$ cat config.mk
export PLATFORM = sky130hd
export DESIGN_NAME = seg7_trace_display_flat
export DESIGN_NICKNAME = d
export VERILOG_FILES = /design/src/rtl/seg7_pkg.sv /design/src/rtl/seg7_trace_display_if.sv /design/src/rtl/hex7seg_decode.sv /design/src/rtl/seg7_trace_display.sv /design/src/flat_wrapper.sv
export SDC_FILE = /design/constraint.sdc
export NUM_CORES = 1
export LEC_CHECK = 0
export CORE_ASPECT_RATIO = 0.75
export CORE_MARGIN = 2
export CORE_UTILIZATION = 25
export DETAILED_ROUTE_END_ITERATION = 10
export GPL_ROUTABILITY_DRIVEN = 0
export HOLD_SLACK_MARGIN = 0.06
export PLACE_DENSITY = 0.49
export SLEW_MARGIN = 30
export SYNTH_ARGS = -nofsm -noshare
export SYNTH_HDL_FRONTEND = slang
export SYNTH_SLANG_ARGS = --single-unit
$ cat constraint.sdc
create_clock -name clk_in -period 4.6 [get_ports clk_in]
set_input_delay 0.46 -clock clk_in [delete_from_list [all_inputs] [get_ports clk_in]]
set_output_delay 0.46 -clock clk_in [all_outputs]
set_load 0.02 [all_outputs]
$ cat src/rtl/seg7_pkg.sv
// Shared constants, segment table and state type for the 7-segment trace display.
package seg7_pkg;

    localparam int unsigned NUM_DIGITS = 8;
    localparam int unsigned IDX_W      = 3;
    localparam int unsigned NIB_W      = 4;
    localparam int unsigned DATA_W     = 32;
    localparam int unsigned SEG_W      = 8;

    localparam logic [SEG_W-1:0] SEG_OFF = 8'hFF;

    // Active-low g..a patterns, entry 0 at the LSB end
    localparam logic [15:0][6:0] HEX_SEG = {
        7'h0E, 7'h06, 7'h21, 7'h46, 7'h03, 7'h08, 7'h10, 7'h00,
        7'h78, 7'h02, 7'h12, 7'h19, 7'h30, 7'h24, 7'h79, 7'h40
    };

    typedef enum logic {BLANK, RUN} state_t;

endpackage

$ cat src/rtl/seg7_trace_display_if.sv
// Trace-in / display-out bundle between the CPU trace taps and the 7-segment display.
interface seg7_trace_display_if;
    import seg7_pkg::*;

    logic [DATA_W-1:0] pc;
    logic [DATA_W-1:0] inst;
    logic              sel;
    logic              freeze;
    logic [SEG_W-1:0]  an;
    logic [SEG_W-1:0]  seg;

    modport master (output pc, inst, sel, freeze, input an, seg);
    modport slave  (input pc, inst, sel, freeze, output an, seg);

endinterface

$ cat src/rtl/hex7seg_decode.sv
// Combinational nibble to active-low g..a segment decoder, shared by board displays.
module hex7seg_decode
    import seg7_pkg::*;
(
    input  logic [NIB_W-1:0] i_nib,
    output logic [6:0]       o_seg_c
);

    assign o_seg_c = HEX_SEG[i_nib];

endmodule

$ cat src/rtl/seg7_trace_display.sv
// Time-multiplexed 8-digit hex display of the CPU pc/inst trace, snapshotted per frame.
// Optional leading-zero blanking is enabled by defining SEG_LZB_EN.
module seg7_trace_display
    import seg7_pkg::*;
#(
    parameter int unsigned TICK_DIV = 100000
) (
    input  logic                 clk_in,
    input  logic                 reset,
    seg7_trace_display_if.slave  bus
);

    localparam int unsigned PRESC_W = (TICK_DIV > 1) ? $clog2(TICK_DIV) : 1;

    state_t              r_state;
    logic [PRESC_W-1:0]  r_presc;
    logic [IDX_W-1:0]    r_idx;
    logic [DATA_W-1:0]   r_shadow;
    logic                r_sel_q;
    logic [SEG_W-1:0]    r_an;
    logic [SEG_W-1:0]    r_seg;

    logic                w_tick;
    logic                w_frame_ev;
    logic [NIB_W-1:0]    w_nib;
    logic [6:0]          w_hex;
    logic                w_dp;
    logic [DATA_W-1:0]   w_snap;
    logic [NUM_DIGITS-1:0] w_keep;
    logic                w_show;

    assign w_tick     = (r_presc == PRESC_W'(TICK_DIV - 1));
    assign w_frame_ev = w_tick && (r_idx == IDX_W'(NUM_DIGITS - 1));
    assign w_nib      = r_shadow[{r_idx, 2'b00} +: NIB_W];
    assign w_dp       = !((r_idx == '0) && r_sel_q);
    assign w_snap     = bus.sel ? bus.inst : bus.pc;
    assign w_show     = w_keep[r_idx];

    hex7seg_decode u_dec (
        .i_nib   (w_nib),
        .o_seg_c (w_hex)
    );

`ifdef SEG_LZB_EN
    // Keep a digit when it or any higher nibble is non-zero; digit 0 always shows
    always_comb begin
        logic w_any;
        w_any  = 1'b0;
        w_keep = '0;
        for (int i = NUM_DIGITS - 1; i >= 0; i--) begin
            w_any     = w_any | (|r_shadow[4*i +: NIB_W]);
            w_keep[i] = w_any;
        end
        w_keep[0] = 1'b1;
    end
`else
    assign w_keep = '1;
`endif

    always_ff @(posedge clk_in) begin
        if (reset) begin
            r_state  <= BLANK;
            r_presc  <= '0;
            r_idx    <= '0;
            r_shadow <= '0;
            r_sel_q  <= 1'b0;
            r_an     <= SEG_OFF;
            r_seg    <= SEG_OFF;
        end else begin
            case (r_state)
                BLANK: begin
                    // Start-up capture doubles as the first frame boundary
                    if (!bus.freeze) begin
                        r_shadow <= w_snap;
                        r_sel_q  <= bus.sel;
                    end
                    r_presc <= '0;
                    r_idx   <= '0;
                    r_an    <= SEG_OFF;
                    r_seg   <= SEG_OFF;
                    r_state <= RUN;
                end
                RUN: begin
                    r_presc <= w_tick ? '0 : r_presc + PRESC_W'(1);
                    if (w_tick) begin
                        r_idx <= r_idx + IDX_W'(1);
                    end
                    if (w_frame_ev && !bus.freeze) begin
                        r_shadow <= w_snap;
                        r_sel_q  <= bus.sel;
                    end
                    if (w_show) begin
                        r_an  <= ~(SEG_W'(1) << r_idx);
                        r_seg <= {w_dp, w_hex};
                    end else begin
                        r_an  <= SEG_OFF;
                        r_seg <= SEG_OFF;
                    end
                end
                default: begin
                    r_state <= BLANK;
                end
            endcase
        end
    end

    assign bus.an  = r_an;
    assign bus.seg = r_seg;

endmodule
$ cat src/flat_wrapper.sv
// flat-port wrapper written by rule: the top's interface ports become plain ports
module seg7_trace_display_flat import seg7_pkg::*;
#(
    parameter int unsigned TICK_DIV = 100000
)
  (clk_in, reset, bus_pc, bus_inst, bus_sel, bus_freeze, bus_an, bus_seg);
  seg7_trace_display_if bus_i ();
  input  logic clk_in;
  input  logic reset;
  input wire logic [$bits(bus_i.pc)-1:0] bus_pc;
  input wire logic [$bits(bus_i.inst)-1:0] bus_inst;
  input wire logic [$bits(bus_i.sel)-1:0] bus_sel;
  input wire logic [$bits(bus_i.freeze)-1:0] bus_freeze;
  output wire logic [$bits(bus_i.an)-1:0] bus_an;
  output wire logic [$bits(bus_i.seg)-1:0] bus_seg;
  assign bus_i.pc = bus_pc;
  assign bus_i.inst = bus_inst;
  assign bus_i.sel = bus_sel;
  assign bus_i.freeze = bus_freeze;
  assign bus_an = bus_i.an;
  assign bus_seg = bus_i.seg;
  seg7_trace_display #(.TICK_DIV(TICK_DIV)) u_core (.clk_in(clk_in), .reset(reset), .bus(bus_i));
endmodule
* After elaboration in Yosys (flattened, before gate mapping)
Memory sizes are Yosys's and may differ from the RTL's. A register that Yosys moved wholly into a read port is not among the register bits.
Index checks and enable logic that the tools add are counted.
** Cells by class
- Add/subtract/negate cells :: 2
- $lt $le $gt $ge :: 2
- Equality and inequality tests :: 5
- Shift operators :: 2
- Muxes and demuxes :: 20
- Bitwise operators :: 2
- Reductions and logical operators :: 7
** Operator list (count)
- two-way mux 32 bit :: 3
- case mux 32 bit (2 select lines) :: 1
- case mux 17 bit (2 select lines) :: 1
- case mux 8 bit (2 select lines) :: 2
- indexed part select 32 x 6 -> 4 bit :: 1
- adder 17 x 1 -> 17 bit (second input constant) :: 1
- equality test 17 bit (second input constant) :: 1
- two-way mux 17 bit :: 1
- two-way mux 8 bit :: 2
- two-way mux 3 bit :: 3
- NOT 8 bit :: 1
- left shift 1 x 3 -> 8 bit (first input constant) :: 1
- two-way mux 7 bit :: 1
- inequality test 2 bit (second input constant) :: 3
- case mux 3 bit (2 select lines) :: 1
- less-than comparator 4 x 5 -> 1 bit (second input constant) :: 1
- less-than comparator 3 x 4 -> 1 bit (second input constant) :: 1
- two-way mux 1 bit :: 4
- adder 3 x 1 -> 3 bit (second input constant) :: 1
- equality test 3 bit (second input constant) :: 1
- logical AND 1 bit :: 3
- logical NOT 3 bit :: 1
- logical NOT 1 bit :: 2
- case mux 1 bit (2 select lines) :: 1
- 2 further kinds :: 2
** Word-level totals
- Bits in registers :: 70
- Bits in read-only memories :: 120
- Bits of input ports :: 68
- Output and inout port bits :: 16
- Word-level logic and storage cells :: 49
- Memories kept :: 2
** Memories
- (no name shown) :: words 16, width 7, read ports 1, clocked after memory_dff 0, write ports 0, line hex7seg_decode.sv:9 : assign o_seg_c = HEX_SEG[i_nib];
- (no name shown) :: words 8, width 1, read ports 1, clocked after memory_dff 1, write ports 0, line seg7_trace_display.sv:37 : assign w_show = w_keep[r_idx];

* Depth between registers and ports, before layout
Gate-level depths: netlist of run 1.
- Depth in word-level cells :: 5
- Depth in mapped cells :: 9
- Mapped depth without buffers :: 8

* Modules after synthesis
Synthesis of run 1 repeated with hierarchy kept, for this count alone.
** Unflattened totals
- Cell total of the unflattened synthesis :: 360
- Area total of the unflattened synthesis :: 3577.2 um^2
** Modules (own cells, without submodules)
- seg7_trace_display :: times used 1, cells each 328, area an instance 3301.9 um^2, seq. area each 1401.3 um^2
- hex7seg_decode :: times used 1, cells each 32, area an instance 275.3 um^2, seq. area each 0.0 um^2

* Worst setup path after synthesis of run 1
No wires, ideal clock.
- Kind :: register to register
- Start :: register u_core.r_idx[1]
- End :: register u_core.r_seg[3], in the netlist u_core.bus.seg[3]
- Library setup time :: 0.138 ns
- Arrival time :: 2.368 ns
- Required time :: 4.462 ns
- Slack :: 2.094 ns
- Cell stages (with the launch flop) :: 10
- Buffers on the path :: 1
- Period minus slack after synthesis :: 2.506 ns
- Cell sequence :: dfxtp_1 > clkbuf_1 > mux4_2 > mux2i_1 > inv_1 > ha_1 > inv_1 > a21oi_1 > a2111oi_0 > a31oi_1
** Between the ends
- Cells in the longest elaborated chain, start to end :: 5
** RTL lines
- from (decl) :: line seg7_trace_display.sv:17 : logic [IDX_W-1:0] r_idx;
- from (signal assigned) :: line seg7_trace_display.sv:86 : r_idx <= r_idx + IDX_W'(1);
- indexed part select 32 x 6 -> 4 bit :: line seg7_trace_display.sv:34 : assign w_nib = r_shadow[{r_idx, 2'b00} +: NIB_W];
- memory (16 x 7 bit)
- two-way mux 7 bit (implied by the code) :: line hex7seg_decode.sv:9
- two-way mux 8 bit :: line seg7_trace_display.sv:92 : if (w_show) begin
- case mux 8 bit (2 select lines) :: line seg7_trace_display.sv:70 : case (r_state)
- to (signal assigned) :: line seg7_trace_display.sv:94 : r_seg <= {w_dp, w_hex};
- to (decl) :: line seg7_trace_display.sv:21 : logic [SEG_W-1:0] r_seg;
No other way between the ends. The select of a mux whose other input is x is not followed.
A chain may end at the register's enable or synchronous reset.

* Final worst setup path of run 1
Same ends and word-level chain as after synthesis.

==> flow_metrics.env, run 1 <==
export IMPL_setup_clock_skew_after_layout_ps=7.31
export IMPL_synth_compound_area_share_pct=15.1
export IMPL_synth_warnings=0
export IMPL_synth_nets=421
export IMPL_postLayoutCellArea_um2=4700
export IMPL_min_path_type="reg -> reg"
export IMPL_grt_total_usage_pct=11.8
export IMPL_critical_path_endpoint_type="flip-flop"
export IMPL_rr_startpoint="u_core.r_idx[1]"
export IMPL_postPlaceCellArea_um2=4340
export IMPL_power_frac_clock_pct=48.7
export IMPL_pwr_share_seq_pct=39.5
export IMPL_clk_root_buffer_cell="clkbuf_16"
export IMPL_route_antenna_remaining_nets=0
export IMPL_cts_resized=0
export IMPL_worst_slew_pin_transition_ps=865
export IMPL_flow_area_growth_from_synthesis_pct=38.5
export IMPL_netlist_area_um2=3390
export IMPL_cts_htree_levels=3
export IMPL_synth_distinct_cells=40
export IMPL_setup_violations=0
export IMPL_y_dimension_of_the_die_um=105
export IMPL_dieArea_um2=14500
export IMPL_maximum_fanout_along_the_worst_path=12
export IMPL_netSwitchingPower_uw=350
export IMPL_r2r_setup_slack_ps=1850
export IMPL_period_share_pct=59.7
export IMPL_cts_tree="done"
export IMPL_finalNetCount=495
export IMPL_yosys_area_share_simple_pct=14.1
export IMPL_dominant_combinational_cell_family_by_area_after_synthesis="multiplexers"
export IMPL_boundaryPins=84
export IMPL_synth_avg_cell_area_um2=9.94
export IMPL_synth_fa_ha_area_share_pct=4.43
export IMPL_worst_hold_path_endpoint="u_core.bus.seg[7]"
export IMPL_worst_slew_margin_rel_pct=42.3
export IMPL_grt_max_degree=66
export IMPL_final_max_slew_violation_count=0
export IMPL_worstHoldStart="u_core.r_sel_q"
export IMPL_syn_inst=341
export IMPL_drt_drc_violations_left=0
export IMPL_max_cap_violations=0
export IMPL_antennaDiodeCount=0
export IMPL_via_count=2660
export IMPL_totalNegativeSetupSlack_ps=0
export IMPL_post_synth_mux_area_share_pct=16.8
export IMPL_ff_latch_area_um2=1400
export IMPL_dp_slack_ps=1850
export IMPL_routed_wl_um=8150
export IMPL_result_of_the_run="finished clean"
export IMPL_grt_pass1_vias=2568
export IMPL_cts_buffer_count=9
export IMPL_report_final_hold_viol_count=0
export IMPL_synth_xor_area_share_pct=3.87
export IMPL_criticalPathCategory="reg -> reg"
export IMPL_ctsHoldBuffers=0
export IMPL_power_combinational_fraction_pct=11.8
export IMPL_worst_skew_pair_late_latency_ps=330
export IMPL_first_pass_iters=4
export IMPL_sw_frac_of_total_pct=21.4
export IMPL_global_route_wire_length_before_repair_um=13400
export IMPL_fmaxAchievable_mhz=364
export IMPL_drt_iter0_markers=118
export IMPL_worst_setup_path_start_kind="flip-flop"
export IMPL_timing_reg2reg_worst_path_depth=8
export IMPL_min_path_cells=1
export IMPL_max_clock_path_buffers=2
export IMPL_initial_cell_density_of_the_core_pct=25.9
export IMPL_layout_fillers=1301
export IMPL_cts_num_sinks=70
export IMPL_worstPathRequired_ps=4780
export IMPL_fin_crit_ps=2750
export IMPL_crit_arrival_ps=2930
export IMPL_core_rowCount=36
export IMPL_p_per_area_nw_per_um2=349
export IMPL_area_of_combinational_cells_with_multiple_inputs_um2=1860
export IMPL_die_w_um=138
export IMPL_post_drt_via_cell_ratio=4.50
export IMPL_routedWlPerCell_um=13.8
export IMPL_grt_overflow_total=0
export IMPL_leakage_nw=1.73
export IMPL_clk_pin_slew_ps=60
export IMPL_grt_antenna_before_repair=0
export IMPL_synth_sequential_area_ratio_pct=41.3
export IMPL_peakVddDrop_mv=0.167
export IMPL_grt_setup_unrepaired="false"
export IMPL_regToRegEndpoint="u_core.bus.seg[3]"
export IMPL_synth_ff_latch_count=70
export IMPL_post_route_cells_drive_above_1_share_pct=12.6
export IMPL_area_of_the_core_um2=13100
export IMPL_internal_power_mw=1.29
export IMPL_final_setup_worst_slack_ps=1850
export IMPL_dp_hpwl_um=6070
export IMPL_port_buffers=83
export IMPL_postCtsSetupRepairBufs=0
[Yosys cell counts]
master | n | share of area, %
dfxtp_1 | 70 | 41
nor2_1 | 60 | 6.6
mux2i_1 | 41 | 12
a211oi_2 | 20 | 7.4
nand2_1 | 17 | 1.9
a211oi_1 | 13 | 2.9
clkbuf_1 | 13 | 1.4
ha_1 | 12 | 4.4
nand3_1 | 11 | 1.6
inv_1 | 10 | 1.1
xnor2_1 | 8 | 2.1
xor2_1 | 7 | 1.8
mux4_2 | 6 | 4.0
o21ai_0 | 6 | 0.89
nor2b_1 | 5 | 0.92
a21oi_1 | 3 | 0.44
a31oi_1 | 3 | 0.55
buf_2 | 3 | 0.44
buf_6 | 3 | 1.0
nand2b_1 | 3 | 0.55
o221ai_1 | 3 | 0.78
a2111oi_0 | 2 | 0.52
buf_4 | 2 | 0.44
mux2_2 | 2 | 0.66
nand4_1 | 2 | 0.37
or3_1 | 2 | 0.37
a22oi_1 | 1 | 0.22
a2bb2oi_1 | 1 | 0.26
a31o_2 | 1 | 0.26
and2_0 | 1 | 0.18
and3_1 | 1 | 0.18
and4_1 | 1 | 0.26
nor3_1 | 1 | 0.15
o21ai_1 | 1 | 0.15
o31a_1 | 1 | 0.26
o32ai_2 | 1 | 0.48
or2_2 | 1 | 0.18
or3b_1 | 1 | 0.26
or4_1 | 1 | 0.22
or4_4 | 1 | 0.33
[layer usage]
layer / share of wire, % / GRT usage, % / up-vias
met5: 0 / 0 / -
met4: 0.98 / 3.64 / 0
met3: 6.1 / 4.03 / 11
met2: 43 / 17.5 / 64
met1: 50 / 16.0 / 1228
li1: - / - / 1357
[cells by family (layout without fill, tap and decap cells)]
| group | after synthesis | count (layout) |
|---|---|---|
| AOI/OAI and AO/OA | 56 | 56 |
| xor gates and xnor gates | 15 | 15 |
| adders and majority gates | 12 | 12 |
| buffers and inverters | 31 | 110 |
| DFF | 70 | 70 |
| muxes | 49 | 49 |
| and+or+nand+nor | 108 | 108 |
[layout make-up]
class	count	share of cell area [%]
Clock inverter	2	1.28
Inverter	10	0.799
Tap cell	171	4.56
Clock buffer	14	6.26
Timing Repair Buffer	84	17.7
Sequential cell	70	29.8
Multi-Input combinational cell	240	39.6
[power by group through the flow]
stage          Sequential (mW)  Clock, mW  Combinational (mW)
2_1_floorplan            0.661          0               0.104
3_5_place_dp             0.660          0               0.197
3_3_place_gp             0.659          0               0.193
5_1_grt                  0.650      0.843               0.213
4_1_cts                  0.647      0.817               0.197
6_report                 0.647      0.797               0.193
[worst max-delay path: stages, from the launching register on]
cell and delay (ps):
dfxtp_1 620, mux4_2 560, mux2i_1 450, inv_1 140, ha_1 250, inv_1 70, a21oi_1 40, a2111oi_0 390
a31oi_1 70
[flip-flops by register name, summed over array words and instances, names as in the netlist]
| name | cells |
|---|---|
| u_core.bus.an | 8 |
| u_core.bus.seg | 8 |
| u_core.r_idx | 3 |
| u_core.r_presc | 17 |
| u_core.r_sel_q | 1 |
| u_core.r_shadow | 32 |
| u_core.r_state | 1 |
[through the flow]
step	hold WS (ps)	total power [mW]	utilization, %	std cells
global route	398	1.71	35.8	591
finish	389	1.64	35.8	591
detailed placement	381	0.857	33.1	575
CTS	393	1.66	35.8	591
floorplan	367	0.765	-	341
global placement	392	0.853	33.0	575
[cells in the final DEF, fill, tap and decap left out, drive strengths merged, types with 5 or more instances in the layout]
| cell | count |
|---|---|
| nor2 | 60 |
| mux2i | 41 |
| o21ai | 7 |
| nor2b | 5 |
| mux4 | 6 |
| nand3 | 11 |
| a211oi | 33 |
| dfxtp | 70 |
| ha | 12 |
| nand2 | 17 |
| xor2 | 7 |
| clkbuf | 14 |
| xnor2 | 8 |
| clkdlybuf4s50 | 81 |
| inv | 10 |
[how the worst max path moves through the flow]
| stage | start | end | slack [ps] | cells after the start |
|---|---|---|---|---|
| 2_1_floorplan | u_core.r_idx[1] | u_core.bus.seg[3] | 2090 | 9 |
| 5_1_grt | u_core.r_presc[0] | u_core.r_shadow[12] | 1630 | 7 |
| 6_report | u_core.r_idx[1] | u_core.bus.seg[3] | 1850 | 8 |
| 4_1_cts | u_core.r_idx[1] | u_core.bus.seg[3] | 1830 | 8 |
| 3_3_place_gp | u_core.r_idx[0] | u_core.bus.seg[0] | 1780 | 5 |
| 3_5_place_dp | u_core.r_presc[0] | u_core.r_sel_q | 1850 | 7 |
Power figures use the tool's default switching activity.
==> inputs of run 2 (changes only) <==
PLACE_DENSITY = 0.51   (was 0.49)
clock period = 2.4 ns   (was 4.6 ns; I/O delays follow)
==> flow_metrics.env, run 2 (synthesized netlist as in run 1, its figures left out) <==
export IMPL_result_of_the_run="finished clean"
export IMPL_min_path_type="in -> reg"
export IMPL_via_count=2734
export IMPL_core_rowCount=36
export IMPL_min_path_cells=2
export IMPL_grt_overflow_total=0
export IMPL_antennaDiodeCount=0
export IMPL_leakage_nw=1.79
export IMPL_first_pass_iters=4
export IMPL_power_frac_clock_pct=46.7
export IMPL_area_of_the_core_um2=13100
export IMPL_die_w_um=138
export IMPL_fmaxAchievable_mhz=448
export IMPL_critPathBufInv=2
export IMPL_final_max_slew_violation_count=0
export IMPL_cpPeakStageDelay_ps=590
export IMPL_ctsHoldBuffers=0
export IMPL_y_dimension_of_the_die_um=105
export IMPL_timing_critical_path_max_delay_family="simple AND/OR/NAND/NOR gates"
export IMPL_max_clock_path_buffers=2
export IMPL_critical_path_endpoint_type="flip-flop"
export IMPL_grt_max_degree=35
export IMPL_pwr_share_seq_pct=40.5
export IMPL_largest_register="u_core.r_shadow"
export IMPL_cts_buffer_count=9
export IMPL_worst_slew_margin_rel_pct=65.0
export IMPL_period_share_pct=93.0
export IMPL_final_common_cell="clkdlybuf4s50_1"
export IMPL_regToRegEndpoint="u_core.r_shadow[12]"
export IMPL_netSwitchingPower_uw=678
export IMPL_p_per_area_nw_per_um2=639
export IMPL_cts_num_sinks=70
export IMPL_power_combinational_fraction_pct=12.8
export IMPL_layout_core_utilization_pct=36.6
export IMPL_postPlaceCellArea_um2=4430
export IMPL_post_drt_via_cell_ratio=4.53
export IMPL_dieArea_um2=14500
export IMPL_timing_reg2reg_worst_path_depth=6
export IMPL_drt_drc_violations_left=0
export IMPL_clk_pin_slew_ps=50
export IMPL_routedWlPerCell_um=13.9
export IMPL_worst_hold_path_endpoint="u_core.r_state"
export IMPL_global_route_wire_length_before_repair_um=13900
export IMPL_port_buffers=83
export IMPL_internal_power_mw=2.39
export IMPL_grt_setup_unrepaired="false"
export IMPL_cts_tree="done"
export IMPL_worst_skew_pair_late_latency_ps=330
export IMPL_drt_iter0_markers=136
export IMPL_timing_critical_path_slowest_stage_cell="or4_4"
export IMPL_boundaryPins=84
export IMPL_post_route_cells_drive_above_1_share_pct=15.3
export IMPL_clk_root_buffer_cell="clkbuf_16"
export IMPL_top_library_cells_by_usage_in_the_layout_fill_and_taps_aside="clkdlybuf4s50_1 (81), dfxtp_1 (69), nor2_1 (60)"
export IMPL_grt_total_usage_pct=12.2
export IMPL_flow_area_growth_from_synthesis_pct=41.3
export IMPL_worst_setup_path_start_kind="flip-flop"
export IMPL_grt_pass1_vias=2729
export IMPL_peakVddDrop_mv=0.327
export IMPL_initial_cell_density_of_the_core_pct=25.9
export IMPL_totalNegativeSetupSlack_ps=0
export IMPL_largest_reg_flops=32
export IMPL_setup_violations=0
export IMPL_largestRegisters="u_core.r_shadow x32, u_core.r_presc x17"
export IMPL_setup_clock_skew_after_layout_ps=5.13
export IMPL_rr_startpoint="u_core.r_presc[15]"
export IMPL_worstPathRequired_ps=2590
export IMPL_maximum_fanout_along_the_worst_path=32
export IMPL_sw_frac_of_total_pct=22.1
export IMPL_routed_wl_um=8410
export IMPL_postLayoutCellArea_um2=4790
export IMPL_crit_arrival_ps=2430
export IMPL_cts_htree_levels=3
export IMPL_report_final_hold_viol_count=0
export IMPL_worstHoldStart="reset"
export IMPL_criticalPathCategory="reg -> reg"
export IMPL_route_antenna_remaining_nets=0
export IMPL_dp_hpwl_um=6180
export IMPL_r2r_setup_slack_ps=170
export IMPL_finalNetCount=508
export IMPL_max_cap_violations=0
export IMPL_fin_crit_ps=2230
export IMPL_crit_start="u_core.r_presc[15]"
export IMPL_worst_slew_pin_transition_ps=521
export IMPL_timing_critical_path_cells="or3b_1, or4_4, o32ai_4, buf_4, buf_16, a211oi_1"
export IMPL_worst_path_stages=6
export IMPL_grt_antenna_before_repair=0
[run 2: changes by cell type in the layout (fill, tap and decap cells not counted), sizes merged]
cell    before  now
buf          3   16
clkbuf      14   11
clkinv       0    2
[run 2: power groups by stage]
stage / logic (mW) / registers, mW / clock network [mW]
after floorplan: 0.200 / 1.27 / 0
after global placement: 0.381 / 1.26 / 0
after detailed placement: 0.387 / 1.26 / 0
after CTS: 0.396 / 1.24 / 1.47
after global routing: 0.430 / 1.24 / 1.52
final: 0.391 / 1.24 / 1.43
[run 2: layout make-up]
cell class	instances	area, um2
fillers	1295	8320
flip-flops and latches	70	1400
clock buffers	11	253
repair buffers	97	958
clock inverters	4	70.1
multi-input cells	240	1860
well taps	171	214
inverters	10	37.5
[run 2: layer usage]
| metal | GRT usage, % | wire (um) | part of all wire (%) | up-vias |
|---|---|---|---|---|
| met5 | 0 | 0 | 0 | - |
| li1 | - | - | - | 1389 |
| met2 | 18.5 | 3620 | 43 | 80 |
| met4 | 4.15 | 119 | 1.4 | 0 |
| met3 | 3.71 | 441 | 5.2 | 12 |
| met1 | 16.5 | 4230 | 50 | 1253 |
[run 2: what timing repair did]
action	in CTS	in global routing
buffers inserted	0	1
pin swaps	1	1
endpoints found under the hold margin	0	0
setup endpoints to repair	9	35
resized for setup	1	3
cloned	1	0
[run 2: worst max-delay path by stage]
stage,end
final,u_core.r_shadow[12]
after global routing,u_core.r_shadow[10]
after CTS,u_core.r_sel_q
after detailed placement,u_core.r_sel_q
after global placement,u_core.r_sel_q
after floorplan,u_core.bus.seg[3]
[run 2: metrics by stage]
| step | setup WS (ps) | instances | total power, mW | hold slack (ps) |
|---|---|---|---|---|
| final | 167 | 603 | 3.06 | 75.2 |
| after global routing | 23.3 | 603 | 3.19 | 71.6 |
| after CTS | 3.60 | 602 | 3.11 | 61.2 |
| after detailed placement | -38.3 | 586 | 1.65 | 386 |
| after global placement | 58.8 | 586 | 1.64 | 391 |
| after floorplan | 53.8 | 341 | 1.47 | 367 |
==> inputs of run 3 (changes only) <==
SETUP_SLACK_MARGIN = 0.2   (was default)
==> flow_metrics.env, run 3 (synthesized netlist as in run 1, its figures left out) <==
export IMPL_met1_usage_pct=16.0
export IMPL_min_path_cells=2
export IMPL_worst_slew_margin_rel_pct=65.2
export IMPL_totalNegativeSetupSlack_ps=0
export IMPL_ff_latch_area_um2=1410
export IMPL_routed_wl_um=8780
export IMPL_timing_reg2reg_worst_path_depth=7
export IMPL_r2r_setup_slack_ps=250
export IMPL_critical_path_endpoint_type="flip-flop"
export IMPL_met3_usage_pct=3.71
export IMPL_port_buffers=83
export IMPL_final_max_slew_violation_count=0
export IMPL_cts_htree_levels=3
export IMPL_regToRegEndpoint="u_core.r_sel_q"
export IMPL_most_utilized_layer_in_the_global_route_result="met2"
export IMPL_core_rowCount=36
export IMPL_criticalPathCategory="reg -> reg"
export IMPL_y_dimension_of_the_die_um=105
export IMPL_grt_antenna_before_repair=0
export IMPL_setup_clock_skew_after_layout_ps=4.10
export IMPL_cts_buffer_count=9
export IMPL_grt_setup_unrepaired="true"
export IMPL_crit_arrival_ps=2360
export IMPL_worstPathRequired_ps=2610
export IMPL_area_of_the_core_um2=13100
export IMPL_final_common_cell="clkdlybuf4s50_1"
export IMPL_routedWlPerCell_um=14.3
export IMPL_min_path_type="in -> reg"
export IMPL_grt_pass1_vias=2617
export IMPL_worst_hold_path_endpoint="u_core.r_state"
export IMPL_max_clock_path_buffers=2
export IMPL_worstHoldStart="reset"
export IMPL_report_final_hold_viol_count=0
export IMPL_maximum_fanout_along_the_worst_path=6
export IMPL_dp_hpwl_um=6070
export IMPL_boundaryPins=84
export IMPL_drt_drc_violations_left=0
export IMPL_top_library_cells_by_usage_in_the_layout_fill_and_taps_aside="clkdlybuf4s50_1 (81), dfxtp_1 (65), nor2_1 (60)"
export IMPL_area_of_combinational_cells_with_multiple_inputs_um2=1910
export IMPL_antennaDiodeCount=0
export IMPL_p_per_area_nw_per_um2=631
export IMPL_global_route_wire_length_before_repair_um=13600
export IMPL_setup_violations=0
export IMPL_result_of_the_run="finished clean"
export IMPL_cts_tree="done"
export IMPL_dp_slack_ps=5.00
export IMPL_fmaxAchievable_mhz=466
export IMPL_period_share_pct=89.5
export IMPL_rr_startpoint="u_core.r_presc[8]"
export IMPL_layout_fillers=1276
export IMPL_leakage_nw=1.91
export IMPL_netSwitchingPower_uw=713
export IMPL_sw_frac_of_total_pct=22.1
export IMPL_power_frac_clock_pct=47.7
export IMPL_cts_num_sinks=70
export IMPL_fin_crit_ps=2150
export IMPL_post_drt_via_cell_ratio=4.49
export IMPL_peakVddDrop_mv=0.405
export IMPL_clk_pin_slew_ps=50
export IMPL_route_antenna_remaining_nets=0
export IMPL_largest_register="u_core.r_shadow"
export IMPL_pwr_share_seq_pct=38.5
export IMPL_worst_slew_pin_transition_ps=520
export IMPL_groute_layer_met2_usage_pct=17.9
export IMPL_max_cap_violations=0
export IMPL_largestRegisters="u_core.r_shadow x32, u_core.r_presc x17"
export IMPL_via_count=2764
export IMPL_worst_setup_path_start_kind="flip-flop"
export IMPL_internal_power_mw=2.51
export IMPL_die_w_um=138
export IMPL_grt_total_usage_pct=11.9
export IMPL_flow_area_growth_from_synthesis_pct=50.7
export IMPL_drt_iter0_markers=175
export IMPL_post_route_cells_drive_above_1_share_pct=19.8
export IMPL_power_combinational_fraction_pct=13.8
export IMPL_initial_cell_density_of_the_core_pct=25.9
export IMPL_largest_reg_flops=32
export IMPL_final_setup_worst_slack_ps=252
export IMPL_worst_skew_pair_late_latency_ps=340
export IMPL_first_pass_iters=4
export IMPL_finalNetCount=519
export IMPL_clk_root_buffer_cell="clkbuf_16"
export IMPL_dieArea_um2=14500
export IMPL_grt_max_degree=35
export IMPL_grt_overflow_total=0
==> run 3: routing by layer <==
metal | vias up | part of all wire [%]
li1 | 1404 | -
met1 | 1278 | 49
met2 | 70 | 43
met3 | 12 | 6.4
met4 | 0 | 1.5
met5 | - | 0
==> run 3: stage by stage <==
stage	instance area, um2	hold slack, ps	total power [mW]	util [%]	std cells
2_1_floorplan	3410	367	1.47	-	341
3_3_place_gp	4440	389	1.65	33.9	585
3_5_place_dp	4440	386	1.66	33.9	585
4_1_cts	4890	83.5	3.23	37.3	605
5_1_grt	5110	95.6	3.35	39.0	615
6_report	5110	89.9	3.22	39.0	615
==> run 3: layout make-up <==
type | count | share of cell area (%)
Multi-Input combinational cell | 240 | 37.4
Sequential cell | 70 | 27.6
Timing Repair Buffer | 108 | 23.2
Clock buffer | 11 | 4.75
Tap cell | 171 | 4.19
Clock inverter | 5 | 2.08
Inverter | 10 | 0.735
==> run 3: worst max-delay path by stage <==
| stage | from | to | slack (ps) | cells past startpoint |
|---|---|---|---|---|
| detailed placement | u_core.r_presc[0] | u_core.r_shadow[18] | 5 | 7 |
| CTS | u_core.r_presc[12] | u_core.r_sel_q | 160 | 7 |
| floorplan | u_core.r_idx[1] | u_core.bus.seg[3] | 230 | 9 |
| global placement | u_core.r_presc[0] | u_core.r_sel_q | 110 | 7 |
| global route | u_core.r_presc[8] | u_core.r_sel_q | 130 | 7 |
| finish | u_core.r_presc[8] | u_core.r_sel_q | 250 | 7 |
==> run 3: what timing repair did <==
item | CTS | global route
endpoints found under the hold margin | 0 | 0
hold buffers | 0 | 0
setup endpoints to repair | 35 | 35
pin swaps | 2 | 7
gates resized for setup | 7 | 14
buffers inserted | 3 | 3
cloned | 1 | 7
==> run 3: critical path, cell delays in order (launching register included) <==
cell	delay, ps
dfxtp_2	330
or3b_1	340
or4_4	550
o32ai_4	260
buf_12	180
buf_12	120
mux2i_1	180
nor2_1	50
==> run 3: power groups by stage <==
stage	logic [mW]	clock network [mW]	registers (mW)
CTS	0.411	1.58	1.24
detailed placement	0.391	0	1.26
global route	0.482	1.63	1.24
finish	0.444	1.54	1.24
global placement	0.385	0	1.26
floorplan	0.202	0	1.27
